### src/rtl/reg_file_pkg.sv
// Shared definitions for the scoreboarded register file.
// Holds the default geometry, the address-width function and the helpers
// that locate a read port's slice inside the packed raddr/rdata vectors.
package reg_file_pkg;

    localparam int XLEN_DEF  = 32;
    localparam int NREGS_DEF = 32;
    localparam int NRD_DEF   = 2;

    // Address width for a register count; a single register still needs one bit.
    function automatic int addr_width(input int nregs);
        if (nregs <= 1) begin
            return 1;
        end else begin
            return $clog2(nregs);
        end
    endfunction

    // Low bit of read port 'port' inside the packed raddr vector.
    function automatic int rd_addr_lo(input int port, input int aw);
        return port * aw;
    endfunction

    // Low bit of read port 'port' inside the packed rdata vector.
    function automatic int rd_data_lo(input int port, input int xlen);
        return port * xlen;
    endfunction

endpackage

### src/rtl/reg_file_if.sv
// Bundle of the register file's read, reserve, write-back and flush signals.
// master: issue/write-back side (drives addresses, data, requests)
// slave : the register file (returns rdata, rbusy, busy_cnt)
interface reg_file_if
    import reg_file_pkg::*;
#(
    parameter int XLEN  = XLEN_DEF,
    parameter int NREGS = NREGS_DEF,
    parameter int NRD   = NRD_DEF
);
    localparam int AW = addr_width(NREGS);

    logic [NRD*AW-1:0]   raddr;
    logic [NRD*XLEN-1:0] rdata;
    logic [NRD-1:0]      rbusy;
    logic                res_valid;
    logic [AW-1:0]       res_addr;
    logic                we;
    logic [AW-1:0]       waddr;
    logic [XLEN-1:0]     wdata;
    logic                flush;
    logic [AW:0]         busy_cnt;

    modport master (
        output raddr, res_valid, res_addr, we, waddr, wdata, flush,
        input  rdata, rbusy, busy_cnt
    );

    modport slave (
        input  raddr, res_valid, res_addr, we, waddr, wdata, flush,
        output rdata, rbusy, busy_cnt
    );

endinterface

### src/rtl/reg_scoreboard.sv
// Pending-write tracker for the register file.
// Ports: clk, rst_n (sync, active-low); res_valid/res_addr reserve a register;
// we/waddr retire a pending write; flush clears every mark.
// Outputs: pending (one bit per register, bit 0 never set) and busy_cnt,
// a registered population count of pending kept incrementally.
module reg_scoreboard
    import reg_file_pkg::*;
#(
    parameter int NREGS = NREGS_DEF,
    parameter int AW    = addr_width(NREGS)
) (
    input  logic             clk,
    input  logic             rst_n,
    input  logic             res_valid,
    input  logic [AW-1:0]    res_addr,
    input  logic             we,
    input  logic [AW-1:0]    waddr,
    input  logic             flush,
    output logic [NREGS-1:0] pending,
    output logic [AW:0]      busy_cnt
);
    localparam logic [AW:0] CNT_ONE = {{AW{1'b0}}, 1'b1};

    logic [NREGS-1:0] pending_d, pending_q;
    logic [AW:0]      busy_cnt_d, busy_cnt_q;
    logic             set_s, clr_s, inc_s, dec_s;

    // Next pending vector and count: flush beats reserve, reserve beats write-back.
    always_comb begin
        set_s      = res_valid && (res_addr != {AW{1'b0}}) && !flush;
        clr_s      = we && (waddr != {AW{1'b0}});
        // A bit only changes the count when it actually flips.
        inc_s      = set_s && !pending_q[res_addr];
        dec_s      = clr_s && pending_q[waddr] && !(set_s && (res_addr == waddr));
        pending_d  = pending_q;
        busy_cnt_d = busy_cnt_q;
        if (flush) begin
            pending_d  = {NREGS{1'b0}};
            busy_cnt_d = {(AW+1){1'b0}};
        end else begin
            if (clr_s) begin
                pending_d[waddr] = 1'b0;
            end else begin
                pending_d = pending_d;
            end
            if (set_s) begin
                pending_d[res_addr] = 1'b1;
            end else begin
                pending_d = pending_d;
            end
            case ({inc_s, dec_s})
                2'b10:   busy_cnt_d = busy_cnt_q + CNT_ONE;
                2'b01:   busy_cnt_d = busy_cnt_q - CNT_ONE;
                default: busy_cnt_d = busy_cnt_q;
            endcase
        end
    end

    // Pending marks and count registers with synchronous reset.
    always_ff @(posedge clk) begin
        if (!rst_n) begin
            pending_q  <= {NREGS{1'b0}};
            busy_cnt_q <= {(AW+1){1'b0}};
        end else begin
            pending_q  <= pending_d;
            busy_cnt_q <= busy_cnt_d;
        end
    end

    assign pending  = pending_q;
    assign busy_cnt = busy_cnt_q;

endmodule

### src/rtl/reg_file_sb.sv
// Register file with write-back scoreboard.
// Ports: clk, rst_n (sync, active-low), bus (reg_file_if.slave):
// NRD combinational read ports (rdata/rbusy from raddr), reserve, write-back,
// flush, and the registered busy_cnt. x0 is hardwired to zero and never pending.
// BYPASS=1 forwards same-cycle write-back data to matching read ports.
module reg_file_sb
    import reg_file_pkg::*;
#(
    parameter int XLEN   = XLEN_DEF,
    parameter int NREGS  = NREGS_DEF,
    parameter int NRD    = NRD_DEF,
    parameter int BYPASS = 1
) (
    input  logic       clk,
    input  logic       rst_n,
    reg_file_if.slave  bus
);
    localparam int AW = addr_width(NREGS);

    logic [NREGS-1:0][XLEN-1:0] regs_d, regs_q;
    logic [NREGS-1:0]           pending_s;
    logic [AW:0]                busy_cnt_s;
    logic [NRD*XLEN-1:0]        rdata_s;
    logic [NRD-1:0]             rbusy_s;
    logic [AW-1:0]              rd_addr_s;
    logic                       hit_s;

    reg_scoreboard #(.NREGS(NREGS), .AW(AW)) u_sb (
        .clk       (clk),
        .rst_n     (rst_n),
        .res_valid (bus.res_valid),
        .res_addr  (bus.res_addr),
        .we        (bus.we),
        .waddr     (bus.waddr),
        .flush     (bus.flush),
        .pending   (pending_s),
        .busy_cnt  (busy_cnt_s)
    );

    // Write-back into the data array; x0 writes are dropped so it stays zero.
    always_comb begin
        regs_d = regs_q;
        if (bus.we && (bus.waddr != {AW{1'b0}})) begin
            regs_d[bus.waddr] = bus.wdata;
        end else begin
            regs_d = regs_q;
        end
    end

    // Data array registers with synchronous reset.
    always_ff @(posedge clk) begin
        if (!rst_n) begin
            regs_q <= '0;
        end else begin
            regs_q <= regs_d;
        end
    end

    // Per-port read mux: x0 reads zero, a bypass hit forwards wdata and hides
    // the pending mark that this very write-back is about to clear.
    always_comb begin
        rdata_s   = '0;
        rbusy_s   = '0;
        rd_addr_s = {AW{1'b0}};
        hit_s     = 1'b0;
        for (int i = 0; i < NRD; i++) begin
            rd_addr_s = bus.raddr[rd_addr_lo(i, AW) +: AW];
            hit_s     = (BYPASS != 0) && bus.we && (bus.waddr == rd_addr_s);
            if (rd_addr_s == {AW{1'b0}}) begin
                rdata_s[rd_data_lo(i, XLEN) +: XLEN] = {XLEN{1'b0}};
                rbusy_s[i]                           = 1'b0;
            end else if (hit_s) begin
                rdata_s[rd_data_lo(i, XLEN) +: XLEN] = bus.wdata;
                rbusy_s[i]                           = 1'b0;
            end else begin
                rdata_s[rd_data_lo(i, XLEN) +: XLEN] = regs_q[rd_addr_s];
                rbusy_s[i]                           = pending_s[rd_addr_s];
            end
        end
    end

    assign bus.rdata    = rdata_s;
    assign bus.rbusy    = rbusy_s;
    assign bus.busy_cnt = busy_cnt_s;

endmodule

### src/flat_wrapper.sv
// flat-port wrapper written by rule: the top's interface ports become plain ports
module reg_file_sb_flat import reg_file_pkg::*;
#(
    parameter int XLEN   = XLEN_DEF,
    parameter int NREGS  = NREGS_DEF,
    parameter int NRD    = NRD_DEF,
    parameter int BYPASS = 1
)
  (clk, rst_n, bus_raddr, bus_res_valid, bus_res_addr, bus_we, bus_waddr, bus_wdata, bus_flush, bus_rdata, bus_rbusy, bus_busy_cnt);
  reg_file_if #(.XLEN(XLEN), .NREGS(NREGS), .NRD(NRD)) bus_i ();
  input  logic clk;
  input  logic rst_n;
  input wire logic [$bits(bus_i.raddr)-1:0] bus_raddr;
  input wire logic [$bits(bus_i.res_valid)-1:0] bus_res_valid;
  input wire logic [$bits(bus_i.res_addr)-1:0] bus_res_addr;
  input wire logic [$bits(bus_i.we)-1:0] bus_we;
  input wire logic [$bits(bus_i.waddr)-1:0] bus_waddr;
  input wire logic [$bits(bus_i.wdata)-1:0] bus_wdata;
  input wire logic [$bits(bus_i.flush)-1:0] bus_flush;
  output wire logic [$bits(bus_i.rdata)-1:0] bus_rdata;
  output wire logic [$bits(bus_i.rbusy)-1:0] bus_rbusy;
  output wire logic [$bits(bus_i.busy_cnt)-1:0] bus_busy_cnt;
  assign bus_i.raddr = bus_raddr;
  assign bus_i.res_valid = bus_res_valid;
  assign bus_i.res_addr = bus_res_addr;
  assign bus_i.we = bus_we;
  assign bus_i.waddr = bus_waddr;
  assign bus_i.wdata = bus_wdata;
  assign bus_i.flush = bus_flush;
  assign bus_rdata = bus_i.rdata;
  assign bus_rbusy = bus_i.rbusy;
  assign bus_busy_cnt = bus_i.busy_cnt;
  reg_file_sb #(.XLEN(XLEN), .NREGS(NREGS), .NRD(NRD), .BYPASS(BYPASS)) u_core (.clk(clk), .rst_n(rst_n), .bus(bus_i));
endmodule
### config.mk
export PLATFORM = sky130hd
export DESIGN_NAME = reg_file_sb_flat
export DESIGN_NICKNAME = d
export VERILOG_FILES = /design/src/rtl/reg_file_pkg.sv /design/src/rtl/reg_file_if.sv /design/src/rtl/reg_scoreboard.sv /design/src/rtl/reg_file_sb.sv /design/src/flat_wrapper.sv
export SDC_FILE = /design/constraint.sdc
export NUM_CORES = 2
export LEC_CHECK = 0
export ABC_CLOCK_PERIOD_IN_PS = 5300
export BUFFER_PORTS_ARGS = -buffer_cell sky130_fd_sc_hd__buf_2
export CAP_MARGIN = 40
export CELL_PAD_IN_SITES_DETAIL_PLACEMENT = 0
export CELL_PAD_IN_SITES_GLOBAL_PLACEMENT = 2
export CORE_ASPECT_RATIO = 1.5
export CORE_MARGIN = 2
export CORE_UTILIZATION = 41
export CTS_CLUSTER_SIZE = 28
export DETAILED_ROUTE_END_ITERATION = 8
export GPL_TIMING_DRIVEN = 0
export MAX_ROUTING_LAYER = met4
export PLACE_DENSITY = 0.77
export SYNTH_ARGS = -nofsm -noshare
export SYNTH_HDL_FRONTEND = slang
export SYNTH_SLANG_ARGS = --single-unit
### constraint.sdc
create_clock -name clk -period 5.3 [get_ports clk]
set_clock_uncertainty 0.2 [all_clocks]
set_input_delay 0.53 -clock clk [delete_from_list [all_inputs] [get_ports clk]]
set_output_delay 0.53 -clock clk [all_outputs]
set_load 0.02 [all_outputs]
# Word-level counts from Yosys, hierarchy flattened
# Index checks and enable logic that the tools add are counted.
# word_totals
reg_bits	1062
input_bits	57
out_inout_bits	72
word_cells	102
# classes
n_addsub	2
order_cmp	6
n_eq_ne	5
mux	31
n_bitwise	4
n_reduce_logical	20
# op_table
op	n
bitwise mux 1024 bit	1
binary-select mux 32 bit (select 5 bit)	2
two-way mux 32 bit	10
demux 32 bit (select 5 bit)	1
AND 32 bit	1
NOT 32 bit	1
bitwise OR 32 bit	1
< comparator 5 x 6 -> 1 bit, second input constant	4
binary-select mux 1 bit (select 5 bit)	4
== test 5 bit	3
case mux 6 bit (2 select lines)	1
logical AND 1 bit	11
demux 1 bit (select 5 bit)	2
greater-or-equal comparator 5 x 1 -> 1 bit, second input constant	2
logical NOT 5 bit	2
two-way mux 1 bit	10
nonzero test 5 bit	2
adder 6 x 1 -> 6 bit, second input constant	1
subtractor 6 x 1 -> 6 bit, second input constant	1
logical NOT 1 bit	3
== test 2 x 1 -> 1 bit, second input constant	1
== test 2 bit, second input constant	1
nonzero test 2 bit	1
OR reduction 2 bit	1
NOT 1 bit	1

# Longest topological paths before layout
# logic_depth
word_depth	10
depth_mapped	15
ltp_nobuf	13

# Cells and area by module
# A second synthesis with hierarchy kept.
# unflattened
cells_unflattened	6386
hier_area_um2	57918.0
# by_module_without_submodules
mod	instances	cells_per_inst	area_per_inst_um2	seq_area_each_um2
reg_file_sb	1	6107	55537.0	20499.7
reg_scoreboard	1	279	2381.0	760.7

# Worst setup path before layout
# No wires, ideal clock.
# synth_timing
path_type	input-to-reg
startpoint	input port bus_waddr[0]
endpoint	register u_core.u_sb.busy_cnt_q[4], in the netlist u_core.u_sb.busy_cnt[4]
setup_ps	70
arrival_time_ps	3540
required_ps	5030
path_slack_ps	1490
path_stages	13
n_path_buf	2
cell_sequence	buf_2 buf_2 mux4_2 a22o_1 a221oi_1 a31oi_1 ha_1 ha_1 nor2b_1 o21a_1 o21ai_0 or3b_2 a21oi_1
# synth_between
elab_chain_len	6
word_cells_on_any_way	13
cone_classes	eq/ne: 3; mux: 3; reduce/logical: 7
# synth_rtl
element	line_no	rtl
from (decl)	flat_wrapper.sv:17	input wire logic [$bits(bus_i.waddr)-1:0] bus_waddr;
binary-select mux 1 bit (select 5 bit) (tied with other cells)	reg_scoreboard.sv:34	dec_s = clr_s && pending_q[waddr] && !(set_s && (res_addr == waddr));
two-way mux 1 bit (implied by the code) (tied with other cells)	reg_scoreboard.sv:34	
logical AND 1 bit or logical NOT 1 bit (tied branches)	reg_scoreboard.sv:34	
logical AND 1 bit (*)	reg_scoreboard.sv:34	
== test 2 x 1 -> 1 bit or == test 2 bit (tied branches)	reg_scoreboard.sv:51	case ({inc_s, dec_s})
case mux 6 bit (2 select lines) or nonzero test 2 bit (tied branches)	n/a	
to (signal assigned)	reg_scoreboard.sv:63	busy_cnt_q <= {(AW+1){1'b0}};
to (signal assigned)	reg_scoreboard.sv:66	busy_cnt_q <= busy_cnt_d;
to (decl)	reg_scoreboard.sv:25	logic [AW:0] busy_cnt_d, busy_cnt_q;
# Every way passes the cells marked *; elsewhere a longest branch is shown, timed or not. The select of a mux whose other input is x is not followed.
# A chain may end at the register's enable or synchronous reset.

# Worst setup path in the final report
# layout_timing
startpoint	input port bus_raddr[6]
endpoint	output port bus_rdata[43]
# layout_between
elab_chain_len	4
word_cells_on_any_way	7
cone_classes	eq/ne: 1; mux: 4; reduce/logical: 2
# layout_rtl
element	line_no	rtl
from (decl)	flat_wrapper.sv:13	input wire logic [$bits(bus_i.raddr)-1:0] bus_raddr;
binary-select mux 32 bit (select 5 bit) or == test 5 bit (tied branches)	reg_file_sb.sv:76, reg_file_sb.sv:68	
two-way mux 32 bit (implied by the code) or logical AND 1 bit (tied branches)	reg_file_sb.sv:76, reg_file_sb.sv:68	
two-way mux 32 bit	reg_file_sb.sv:72	end else if (hit_s) begin
two-way mux 32 bit (*)	reg_file_sb.sv:69	if (rd_addr_s == {AW{1'b0}}) begin
to (decl)	flat_wrapper.sv:20	output wire logic [$bits(bus_i.rdata)-1:0] bus_rdata;
# Marks and branches as above.

==> impl_metrics.env <==
export IMPL_status="finished with violations"
export IMPL_violations="negative setup slack"
export IMPL_num_nets_final=6786
export IMPL_endpoint_kind="output port"
export IMPL_synth_async_reset_ratio_pct=0
export IMPL_leakage_nw=22.1
export IMPL_cpLargestDelayFamily="buffers and inverters"
export IMPL_critPathLaunchType="primary input"
export IMPL_cts_resized=0
export IMPL_first_iter_violations=8271
export IMPL_hold_viol_final=0
export IMPL_synth_mux_area_share_pct=21.7
export IMPL_required_ns=4.57
export IMPL_ys_types=64
export IMPL_num_rows=169
export IMPL_cp_arrival_ns=4.91
export IMPL_critPathMaxStageDelay_ns=0.97
export IMPL_dpl_hpwl_um=278000
export IMPL_cp_slowest_cell="o21ai_0"
export IMPL_grt_max_degree=17
export IMPL_clkSinkCount=1062
export IMPL_powerDensity_mw_per_mm2=296
export IMPL_first_global_vias=52500
export IMPL_numCtsBuffers=115
export IMPL_yosys_most_used_dff="dfxtp_1"
export IMPL_postSynthAreaPerCell_um2=9.09
export IMPL_synth_compound_area_share_pct=19.1
export IMPL_initial_utilization_pct=41.1
export IMPL_drive_gt1_share_pct=16.5
export IMPL_n_fill_cell=13900
export IMPL_layout_commonest_cell="nand2_1"
export IMPL_most_common_layout_cells="2096 x nand2_1, 1062 x dfxtp_1, 954 x a21boi_0"
export IMPL_relSlewSlack_pct=21.5
export IMPL_period_needed_ns=5.64
export IMPL_clock_fmax_mhz=177
export IMPL_worst_pin_slew_ns=1.18
export IMPL_post_route_period_util_pct=106
export IMPL_grt_pass1_wl_um=461000
export IMPL_critPathKind="primary input to output port"
export IMPL_io_buffers=85
export IMPL_timing_hold_ws_ns=0.0565
export IMPL_vias=56400
export IMPL_hold_class="primary input to register"
export IMPL_clock_path_buffers=3
export IMPL_area_growth_pct=14.9
export IMPL_avgViaCountPerCell=6.46
export IMPL_core_area_mm2=0.141
export IMPL_firstDrtPassIters=8
export IMPL_drt_wirelength_per_cell_um=40.2
export IMPL_seq_area_frac_synth_pct=36.6
export IMPL_die_area_mm2=0.145
export IMPL_synth_fa_ha_area_share_pct=0.142
export IMPL_max_cap_violations=0
export IMPL_die_height_um=465
export IMPL_synth_nets=6446
export IMPL_synth_xor_area_share_pct=0.272
export IMPL_path_cells="buf_2 > buf_2 > buf_2 > nor2_1 > buf_6 > nand2_1 > nand2_1 > o21ai_0 > buf_2"
export IMPL_gr_total_overflow=0
export IMPL_synth_top_family_by_area="multiplexers"
export IMPL_gp_congestion=1.08
export IMPL_antenna_found_initial=38
export IMPL_insertion_delay_ns=0.82
export IMPL_synth_edf_count=0
export IMPL_synth_seq_cells=1062
export IMPL_cts_hold_buf=24
export IMPL_reg2reg_slack_ns=1.52
export IMPL_finalSetupViolations=20
export IMPL_setup_ws_ns=-0.341
export IMPL_drtAntennaViolNets=0
export IMPL_path_max_fanout=10
export IMPL_yosys_warnings=0
export IMPL_cts_max_level=3
export IMPL_cts_root_buf="clkbuf_16"
export IMPL_cts_tree="done"
export IMPL_drt_total_wl_um=351000
export IMPL_syn_inst=6383
export IMPL_crit_path_frequent_cell="buf_2"
export IMPL_synth_cell_area_mm2=0.0580
export IMPL_pre_cts_ws_ns=0.0537
export IMPL_path_clk_slew_ns=0.06
export IMPL_drc=0
export IMPL_drv_slew=0
export IMPL_gr_usage_all_layers_pct=48.7
export IMPL_io_pins=129
export IMPL_die_x_um=311
export IMPL_rsz0062_at_grt="false"
export IMPL_synthSimpleGateAreaFrac_pct=16.8
export IMPL_critical_path_buf_inv_count=5
export IMPL_fin_util_pct=47.3
export IMPL_post_cts_setup_buffers=0
export IMPL_max_vdd_ir_drop_v=0.000320
-- tightest hold or removal path: stages --
cell and delay [ns]:
clkbuf_1 0.26, nand2_1 0.13, a21boi_0 0.08
-- cells by family after synthesis --
| family | count (synthesis) |
|---|---|
| simple gates | 2452 |
| compound gates | 1487 |
| flops | 1062 |
| mux | 687 |
| buf+inv | 671 |
| xor+xnor | 18 |
| fa+ha+maj | 6 |
-- per-layer routing --
layer / share of wire [%] / vias up / track usage [%]
li1: - / 23300 / -
met1: 36 / 28100 / 54.8
met2: 43 / 3817 / 71.8
met3: 11 / 1235 / 13.7
met4: 10 / 0 / 41.0
met5: 0 / - / -
-- final timing paths --
check,from,endpoint,cells after the start
min,bus_wdata[11],u_core.regs_q[107],3
min reg2reg,u_core.regs_q[653],u_core.regs_q[653],2
max reg2reg,u_core.u_sb.pending[16],u_core.u_sb.busy_cnt[4],11
max,bus_raddr[6],bus_rdata[43],9
-- metrics by stage --
stage	cells	setup TNS, ns	power (mW)	area (µm²)
floorplan	6383	0	9.42	58000
global placement	8349	-9.65	10.7	60800
detailed placement	8461	0	10.8	62200
CTS	8698	0	19.6	66600
global route	8725	0	20.0	66600
finish	8734	-2.35	19.8	66700
-- cell type report --
class / instances / area (µm²) / share of cell area, %
inverters: 11 / 41.3 / 0.0619
diodes: 34 / 85.1 / 0.128
repair buffers: 223 / 2100 / 3.15
multi-input cells: 4650 / 33700 / 50.5
flip-flops and latches: 1062 / 21300 / 31.9
clock inverters: 55 / 744 / 1.12
clock buffers: 158 / 3330 / 5.00
plain buffers: 660 / 3070 / 4.60
well taps: 1881 / 2350 / 3.53
-- state kept, by name (all words and copies together), names as in the netlist --
| name | count |
|---|---|
| u_core.regs_q | 1024 |
| u_core.u_sb.busy_cnt | 6 |
| u_core.u_sb.pending | 32 |
-- Yosys cell counts, types with 10 or more instances --
cell type | count | area [µm²]
mux2i_1 | 166 | 1660
o221ai_1 | 73 | 639
a211oi_1 | 10 | 75.1
nor2b_1 | 15 | 93.8
dfxtp_1 | 1062 | 21300
buf_2 | 99 | 495
nor3_1 | 34 | 170
o211a_1 | 14 | 140
or3_1 | 10 | 62.6
nand2_1 | 2096 | 7870
o22a_1 | 16 | 140
mux4_2 | 447 | 10100
buf_1 | 15 | 56.3
clkbuf_1 | 463 | 1740
nor2_1 | 122 | 458
and3_1 | 18 | 113
a21boi_0 | 954 | 7160
clkbuf_2 | 13 | 65.1
o32ai_1 | 14 | 123
a221oi_1 | 54 | 473
a22oi_1 | 77 | 578
xnor2_1 | 10 | 87.6
nand3_1 | 40 | 200
a22o_1 | 16 | 140
buf_4 | 34 | 255
buf_6 | 29 | 327
mux2_2 | 74 | 833
a21boi_1 | 38 | 285
and2_1 | 43 | 269
nand2b_1 | 21 | 131
o21ai_0 | 42 | 210
a21oi_1 | 53 | 265
o22ai_1 | 84 | 526
-- power by group --
group / total (mW) / leakage (nW) / switching (mW) / internal (mW)
logic: 2.66 / 11.5 / 1.94 / 0.721
clock network: 9.01 / 1.98 / 3.92 / 5.09
registers: 8.08 / 8.56 / 0.0458 / 8.03
total: 19.8 / 22.1 / 5.91 / 13.8
(Power assumes the default switching activity.)
